**src/rtl/synth_pkg.sv**
```systemverilog
// synth_pkg: shared widths, voice event struct and allocator FSM states.
package synth_pkg;
    localparam int NOTE_W         = 4;
    localparam int OCT_W          = 3;
    localparam int DEFAULT_OCTAVE = 4;

    typedef struct packed {
        logic              on;
        logic [NOTE_W-1:0] note;
        logic [OCT_W-1:0]  octave;
    } voice_ev_t;

    typedef enum logic {IDLE, PROC} state_t;
endpackage

```
**src/rtl/voice_lru.sv**
```systemverilog
// voice_lru: LRU age permutation over voice slots; reports the oldest slot.
module voice_lru
    import synth_pkg::*;
#(
    parameter int NUM_VOICES = 4,
    localparam int IW = $clog2(NUM_VOICES)
) (
    input  logic          clk,
    input  logic          reset,
    input  logic          alloc_valid,
    input  logic [IW-1:0] alloc_idx,
    output logic [IW-1:0] oldest_idx
);
    logic [IW-1:0] r_age [NUM_VOICES];

    // Slots younger than the chosen one age by one; the chosen slot becomes 0.
    always_ff @(posedge clk or posedge reset) begin
        if (reset) begin
            for (int v = 0; v < NUM_VOICES; v++) r_age[v] <= IW'(v);
        end else if (alloc_valid) begin
            for (int v = 0; v < NUM_VOICES; v++)
                r_age[v] <= (IW'(v) == alloc_idx) ? '0 :
                            (r_age[v] < r_age[alloc_idx]) ? r_age[v] + 1'b1 : r_age[v];
        end
    end

    always_comb begin
        oldest_idx = '0;
        for (int v = 0; v < NUM_VOICES; v++)
            if (r_age[v] == IW'(NUM_VOICES - 1)) oldest_idx = IW'(v);
    end
endmodule

```
**src/rtl/voice_allocator.sv**
```systemverilog
// voice_allocator: polyphonic note-to-voice scheduler (retrigger, free, steal-oldest).
// Optional VOICE_ALLOC_STEAL_CNT_EN adds an 8-bit saturating steal counter port.
module voice_allocator #(
    parameter int NUM_VOICES     = 4,
    parameter int NOTE_W         = synth_pkg::NOTE_W,
    parameter int OCT_W          = synth_pkg::OCT_W,
    parameter int DEFAULT_OCTAVE = synth_pkg::DEFAULT_OCTAVE
) (
    input  logic                         clk,
    input  logic                         reset,
    input  logic                         ev_valid,
    output logic                         ev_ready,
    input  logic                         ev_on,
    input  logic [NOTE_W-1:0]            ev_note,
    input  logic [OCT_W-1:0]             ev_octave,
    output logic [NUM_VOICES-1:0]        voice_gate,
    output logic [NUM_VOICES*NOTE_W-1:0] voice_note,
    output logic [NUM_VOICES*OCT_W-1:0]  voice_octave,
    output logic [NUM_VOICES-1:0]        voice_trig,
    output logic                         busy
`ifdef VOICE_ALLOC_STEAL_CNT_EN
    ,output logic [7:0]                  steal_cnt
`endif
);
    import synth_pkg::*;

    localparam int IW = $clog2(NUM_VOICES);

    state_t                             r_state;
    logic                               r_ready;
    logic                               r_busy;
    logic                               r_on;
    logic [NOTE_W-1:0]                  r_note;
    logic [OCT_W-1:0]                   r_oct;
    logic [NUM_VOICES-1:0]              r_gate;
    logic [NUM_VOICES-1:0]              r_trig;
    logic [NUM_VOICES-1:0][NOTE_W-1:0]  r_vnote;
    logic [NUM_VOICES-1:0][OCT_W-1:0]   r_voct;

    logic                               w_hit;
    logic                               w_free_any;
    logic [IW-1:0]                      w_match_idx;
    logic [IW-1:0]                      w_free_idx;
    logic [IW-1:0]                      w_oldest;
    logic [IW-1:0]                      w_sel_idx;
    logic                               w_alloc;

    // Descending scan leaves the lowest-index free slot selected.
    always_comb begin
        w_hit       = 1'b0;
        w_free_any  = 1'b0;
        w_match_idx = '0;
        w_free_idx  = '0;
        for (int v = NUM_VOICES - 1; v >= 0; v--) begin
            if (r_gate[v] && r_vnote[v] == r_note && r_voct[v] == r_oct) begin
                w_hit       = 1'b1;
                w_match_idx = IW'(v);
            end
            if (!r_gate[v]) begin
                w_free_any = 1'b1;
                w_free_idx = IW'(v);
            end
        end
    end

    assign w_sel_idx = w_hit ? w_match_idx : w_free_any ? w_free_idx : w_oldest;
    assign w_alloc   = (r_state == PROC) && r_on;

    always_ff @(posedge clk or posedge reset) begin
        if (reset) begin
            r_state <= IDLE;
            r_ready <= 1'b1;
            r_busy  <= 1'b0;
            r_on    <= 1'b0;
            r_note  <= '0;
            r_oct   <= '0;
            r_gate  <= '0;
            r_trig  <= '0;
            r_vnote <= '0;
            r_voct  <= {NUM_VOICES{OCT_W'(DEFAULT_OCTAVE)}};
        end else begin
            r_trig <= '0;
            if (r_state == IDLE) begin
                if (ev_valid) begin
                    r_on    <= ev_on;
                    r_note  <= ev_note;
                    r_oct   <= ev_octave;
                    r_state <= PROC;
                    r_ready <= 1'b0;
                    r_busy  <= 1'b1;
                end
            end else begin
                r_state <= IDLE;
                r_ready <= 1'b1;
                r_busy  <= 1'b0;
                if (r_on) begin
                    r_gate[w_sel_idx]  <= 1'b1;
                    r_trig[w_sel_idx]  <= 1'b1;
                    r_vnote[w_sel_idx] <= r_note;
                    r_voct[w_sel_idx]  <= r_oct;
                end else if (w_hit) begin
                    r_gate[w_match_idx] <= 1'b0;
                end
            end
        end
    end

    voice_lru #(.NUM_VOICES(NUM_VOICES)) u_lru (
        .clk         (clk),
        .reset       (reset),
        .alloc_valid (w_alloc),
        .alloc_idx   (w_sel_idx),
        .oldest_idx  (w_oldest)
    );

`ifdef VOICE_ALLOC_STEAL_CNT_EN
    logic       w_steal;
    logic [7:0] r_steal_cnt;
    assign w_steal = w_alloc && !w_hit && !w_free_any;
    always_ff @(posedge clk or posedge reset) begin
        if (reset) r_steal_cnt <= '0;
        else if (w_steal && r_steal_cnt != 8'hFF) r_steal_cnt <= r_steal_cnt + 1'b1;
    end
    assign steal_cnt = r_steal_cnt;
`endif

    assign ev_ready     = r_ready;
    assign busy         = r_busy;
    assign voice_gate   = r_gate;
    assign voice_trig   = r_trig;
    assign voice_note   = r_vnote;
    assign voice_octave = r_voct;
endmodule

```
**config.mk**
```make
export PLATFORM = sky130hd
export DESIGN_NAME = voice_allocator
export DESIGN_NICKNAME = d
export VERILOG_FILES = /design/src/rtl/synth_pkg.sv /design/src/rtl/voice_lru.sv /design/src/rtl/voice_allocator.sv
export SDC_FILE = /design/constraint.sdc
export NUM_CORES = 1
export LEC_CHECK = 0
export BUFFER_PORTS_ARGS = -buffer_cell sky130_fd_sc_hd__buf_2
export CAP_MARGIN = 10
export CORE_MARGIN = 3
export CORE_UTILIZATION = 56
export DETAILED_ROUTE_END_ITERATION = 8
export GPL_TIMING_DRIVEN = 0
export HOLD_SLACK_MARGIN = 0.1
export PLACE_DENSITY = 0.85
export SLEW_MARGIN = 20
export SYNTH_ARGS = -nofsm -noshare
export SYNTH_HDL_FRONTEND = slang
export SYNTH_SLANG_ARGS = --single-unit
```
**constraint.sdc**
```tcl
create_clock -name clk -period 2.6 [get_ports clk]
set_input_delay 0.65 -clock clk [delete_from_list [all_inputs] [get_ports clk]]
set_output_delay 0.65 -clock clk [all_outputs]
set_load 0.01 [all_outputs]
```
# Yosys cells after proc, flatten, opt, wreduce, memory -nomap -nowiden
# Index checks and enable logic that the tools add are counted.
dict set report word_totals {
  register_bits 55
  input_bits 11
  elab_cells 129
}
dict set report op_classes {
  order_cmp 9
  n_mux 52
  addsub 4
  reduce_logical 25
  n_eq_ne 14
  bitwise 5
}
# cell count
set op_table {}
lappend op_table {{two-way mux 2 bit} 22}
lappend op_table {{two-way mux 4 bit} 5}
lappend op_table {{two-way mux 1 bit} 17}
lappend op_table {{bitwise mux 16 bit} 1}
lappend op_table {{equality test 4 bit} 4}
lappend op_table {{AND reduction 2 bit} 7}
lappend op_table {{bitwise mux 12 bit} 1}
lappend op_table {{equality test 3 bit} 4}
lappend op_table {{nonzero test 2 bit} 6}
lappend op_table {{logical AND 1 bit} 11}
lappend op_table {{adder 2 x 1 -> 2 bit, second input constant} 4}
lappend op_table {{demux 4 bit (select 2 bit)} 1}
lappend op_table {{less-than comparator 2 bit} 4}
lappend op_table {{demux 3 bit (select 2 bit)} 1}
lappend op_table {{equality test 2 bit, second input constant} 3}
lappend op_table {{less-than comparator 2 x 3 -> 1 bit, second input constant} 2}
lappend op_table {{bitwise AND 4 bit} 1}
lappend op_table {{binary-select mux 2 bit (select 2 bit)} 1}
lappend op_table {{demux 1 bit (select 2 bit)} 2}
lappend op_table {{equality test 2 bit, first input constant} 2}
lappend op_table {{>= comparator 2 x 1 -> 1 bit, second input constant} 2}
lappend op_table {{inverter 4 bit} 1}
lappend op_table {{OR 4 bit} 1}
lappend op_table {{>= comparator 3 bit, second input constant} 1}
lappend op_table {{other kinds (5)} 5}

# Longest topological paths before layout
dict set report logic_depth {
  word_depth 15
  mapped_depth 10
}

# Hierarchy
# Synthesis repeated with hierarchy kept, for this count alone.
dict set report unflattened {
  cells_unflattened 268
  hier_area_um2 3088.0
}
# module instances cells_each area_each_um2
set by_module_without_submodules {}
lappend by_module_without_submodules {voice_allocator 1 189 2361.0}
lappend by_module_without_submodules {voice_lru 1 79 726.9}

# Worst setup path after synthesis
# Ideal clock, no wire load.
dict set report synth_path {
  path_kind {flip-flop to flip-flop}
  startpoint {register r_oct[0]}
  endpoint {register u_lru.r_age[4] (netlist bit)}
  slack_ns 0.223
  arrival_time_ns 2.273
  path_buffers 1
  stages_incl_launch_ff 10
  required_ns 2.495
  cell_sequence {dfrtp_1 buf_6 xor2_1 nor4_2 nand4_2 and2_4 a311oi_4 nand2_4 o21a_4 a2111oi_2}
}
dict set report synth_between {
  elab_chain_cells 14
  word_cells_on_any_way 26
  cone_classes {1 x order compare; 5 x eq/ne; 13 x mux; 1 x bitwise; 6 x reduce/logical}
}
# element line_no
set synth_lines {}
lappend synth_lines {{start: declaration} voice_allocator.sv:34} ;# logic [OCT_W-1:0] r_oct;
lappend synth_lines {{start signal: assignment} voice_allocator.sv:87} ;# r_oct <= ev_octave;
lappend synth_lines {{equality test 3 bit} voice_allocator.sv:55} ;# if (r_gate[v] && r_vnote[v] == r_note && r_voct[v] == r_oct) begin
lappend synth_lines {{logical AND 1 bit} voice_allocator.sv:55}
lappend synth_lines {{two-way mux 2 bit / two-way mux 1 bit (equally long branches) (4 in a row)} voice_allocator.sv:55}
lappend synth_lines {{two-way mux 2 bit (*)} voice_allocator.sv:66} ;# assign w_sel_idx = w_hit ? w_match_idx : w_free_any ? w_free_idx : w_oldest;
lappend synth_lines {{inverter 2 -> 3 bit (implied by the code)} voice_lru.sv:23} ;# (r_age[v] < r_age[alloc_idx]) ? r_age[v] + 1'b1 : r_age[v];
lappend synth_lines {{binary-select mux 2 bit (select 2 bit)} voice_lru.sv:23}
lappend synth_lines {{two-way mux 2 bit (implied by the code) (2 in a row)} voice_lru.sv:23}
lappend synth_lines {{less-than comparator 2 bit} voice_lru.sv:23}
lappend synth_lines {{nonzero test 2 bit (no source line)} --}
lappend synth_lines {{AND reduction 2 bit (no source line)} --}
lappend synth_lines {{end signal: indexed assignment} voice_lru.sv:22} ;# r_age[v] <= (IW'(v) == alloc_idx) ? '0 :
lappend synth_lines {{end: declaration} voice_lru.sv:14} ;# logic [IW-1:0] r_age [NUM_VOICES];
# Mark *: on every way between the ends. The rest lies on a longest branch, timed or not. The select of a mux whose other input is x is not followed.
# A chain may end at the register's enable or synchronous reset.

# Worst setup path in the final report
dict set report layout_path {
  startpoint {register r_oct[1]}
  endpoint {register u_lru.r_age[4] (netlist bit)}
}
# Same word-level chain as after synthesis.

==> key figures <==
CTS
  – Worst skew pair latency: 0.32 ns
  – Clock Tree Buf Depth: 2
  – CTS tree: done
  – CTS Buf Count: 5
  – H-tree levels: 2
  – Clock slew at reported path FFs: about 0.10 ns
  – CTS root buffer: clkbuf_8
  – CTS sink count: between 50 and 60

Synth
  – Library cells used by synthesis: 48
  – Post-synthesis register bit count: 55
  – Post-synth top cells: dfrtp_1 (46), mux2_2 (36), inv_1 (16), xnor2_1 (16), xor2_1 (12)
  – Post-synth EDFFs: 0
  – Synth Net Count: 257
  – Ranking of synthesized cells by area: dfrtp_1 (39%), mux2_2 (14%), dfstp_2 (8.1%)
  – Most numerous cell in the Yosys netlist: dfrtp_1
  – Cell taking the most area after synthesis: dfrtp_1
  – Synthesized area per cell: between 10 and 15 sq um
  – Synth top area share: 0.3927
  – Post-synthesis sequential area ratio: 0.4733
  – Async S/R FF share, synth: 1.000
  – Total of warnings raised by yosys: 0
  – Cells after synthesis: 243
  – Mapped Area: 2932 sq um
  – Ys flop type: dfrtp_1

Finish
  – Diode count: 0
  – Layout area overhead: 25.82%
  – Share of post-route cells with drive strength above 1: 0.5329
  – Nets: 332
  – Final instance area: around 3700 sq um

Power and ir drop
  – Pleak: 1.626 nW
  – Maximum vdd drop: 780.5 uV
  – Pwr Density: 1321 nW/um^2

Critical path
  – FF-to-FF path depth: 10
  – CP Data Required Time: about 2.8 ns
  – Startpoint Class: flop
  – Crit Path Max Fanout: 7
  – WP data arrival: 2.96 ns
  – Worst Setup End Kind: flop
  – Crit Reg-Reg Endpoint: u_lru.r_age[4]
  – RR Startpoint: r_oct[1]
  – Crit Path Class: reg2reg
  – Internal reg-to-reg setup slack: -0.14 ns

Global routing
  – Largest net degree at the start of global routing: 56
  – Congestion Overflow GR: 0
  – Tot GR Track Use: 0.2270
  – Vias in the first global route: about 2,200
  – Initial antenna violation count: 0
  – First-pass GRT wire length: 10,750 um

Floorplan
  – Die height: 78.35 um
  – Die area: 6139 sq um
  – Starting Density: 0.6008
  – Die Wd: 78.35 um
  – Number of I/O pins: 49
  – Cell Rows: 25
  – Core area: 4880 sq um

STA
  – Hold Vio Cnt, Final: 0
  – RSZ-0062 raised after global routing: yes
  – Max transition margin: 0.3996
  – Min Hold Slack: 0.4187 ns
  – Least-Margin Pin Slew: 0.8973 ns
  – Final Max Tran Viols: 0
  – Final setup fails: 4
  – Fin worst setup slack: -0.1447 ns
  – Period utilization: 1.056
  – Crit path time final: 2.745 ns
  – FMAX: between 300 and 400 MHz
  – Setup Skew: 0.008626 ns

Route
  – Wire per inst: 18.60 um
  – Detailed-route via count: 2,289
  – Starting DRT DRC Count: 171
  – Drt pass-1 iters: 4
  – Remaining DRCs: 0
  – Vias per cell: 5.930
  – Antenna viol nets, final: 0
  – Drt total wl: 7178 um

Place
  – Gp weighted congestion: 0.9292
  – Input/output buffers: 48
  – Dpl ws: -0.1208 ns
  – Area after DPL: 3258 sq um
  – Hpwl dp: 4424 um

Run status
  – Outcome: finished, violations left
  – Failing checks: setup timing

Hold path
  – Worst Hold Class: in2async

Job
  – Max_cap viols: 0
-- flip-flops by register name, indices dropped and copies added, names as in the netlist --
register,flops
r_state,1
busy,1
voice_gate,4
r_oct,3
voice_octave,12
voice_note,16
voice_trig,4
ev_ready,1
r_note,4
u_lru.r_age,8
r_on,1
-- critical path, stage by stage (launching register included) --
cell,delay (ns)
dfrtp_1,0.40
buf_8,0.14
buf_6,0.12
xnor2_2,0.14
nand4_1,0.27
or2_4,0.35
and2_4,0.18
a311oi_4,0.36
nand2_4,0.13
o21a_4,0.16
a2111oi_2,0.39
-- metrics by stage --
stage	TNS, ns	util	cells	power [mW]
2_1_floorplan	0	-	243	3.122
3_3_place_gp	-2.709	0.6672	358	3.669
3_5_place_dp	-0.3141	0.6677	358	3.751
4_1_cts	-0.001794	0.7003	369	4.391
5_1_grt	-0.8779	0.7559	386	5.146
6_report	-0.2003	0.7559	386	4.871
-- logic make-up after synthesis --
logic type / after synthesis / share of synthesized area
adder cells (fa/ha/maj): 3 / 0.01281
AND/OR/NAND/NOR: 56 / 0.1187
flip-flops: 55 / 0.4733
buffers and inverters: 26 / 0.05975
multiplexers: 36 / 0.1383
XOR/XNOR: 28 / 0.08365
AO/OA/AOI/OAI: 39 / 0.1135
-- repair_timing --
item,4_1_cts,5_1_grt
setup endpoints to repair,14,35
setup buffers,4,14
gates resized for setup,11,25
hold buffers,0,0
pin swaps,8,21
gates cloned,1,3
-- final cells by class --
cell class                 count  area (sq um)
timing repair buffer          69         400.4
multi-input combinational    163          1550
inverter                      16         62.56
clock buffer                   7         86.33
clock inverter                 1         8.758
fill                         318          1191
tap                           67         83.83
sequential                    55          1390
buffer                         8         106.4
-- worst max path at each step --
| stage | from | to | slack [ns] |
|---|---|---|---|
| final | r_oct[1] | u_lru.r_age[4] | -0.14 |
| after global routing | r_oct[1] | u_lru.r_age[4] | -0.22 |
| after CTS | r_note[3] | u_lru.r_age[6] | -0.002 |
| after detailed placement | r_note[1] | u_lru.r_age[4] | -0.12 |
| after global placement | r_note[1] | u_lru.r_age[2] | -0.08 |
| after floorplan | r_oct[0] | u_lru.r_age[4] | 0.22 |
-- layer usage --
| metal | GRT usage | up-vias | wire [um] |
|---|---|---|---|
| met3 | 0.07225 | 24 | 502 |
| met5 | 0 | - | 0 |
| met2 | 0.3836 | 96 | 3591 |
| met1 | 0.2754 | 1140 | 2892 |
| met4 | 0.07343 | 0 | 192 |
| li1 | - | 1029 | - |
-- layout by cell type (no fill, tap or decap), types with 4 or more instances in the layout --
cell,n
nand2b_1,4
nand4_1,7
nor3_1,4
o21ai_0,8
and2_4,5
xor2_1,9
nor2_1,5
dfrtp_1,44
buf_2,50
buf_6,4
inv_1,15
clkbuf_8,11
nand2_1,9
buf_4,16
mux2_2,36
xnor2_1,15
dfstp_2,9
-- power by group --
group,leakage [nW],internal (mW),switching [mW]
combinational,0.930,1.33,1.40
clock,0.0489,0.221,0.290
sequential,0.647,1.25,0.386
total,1.63,2.79,2.08
Power figures use the tool's default switching activity.
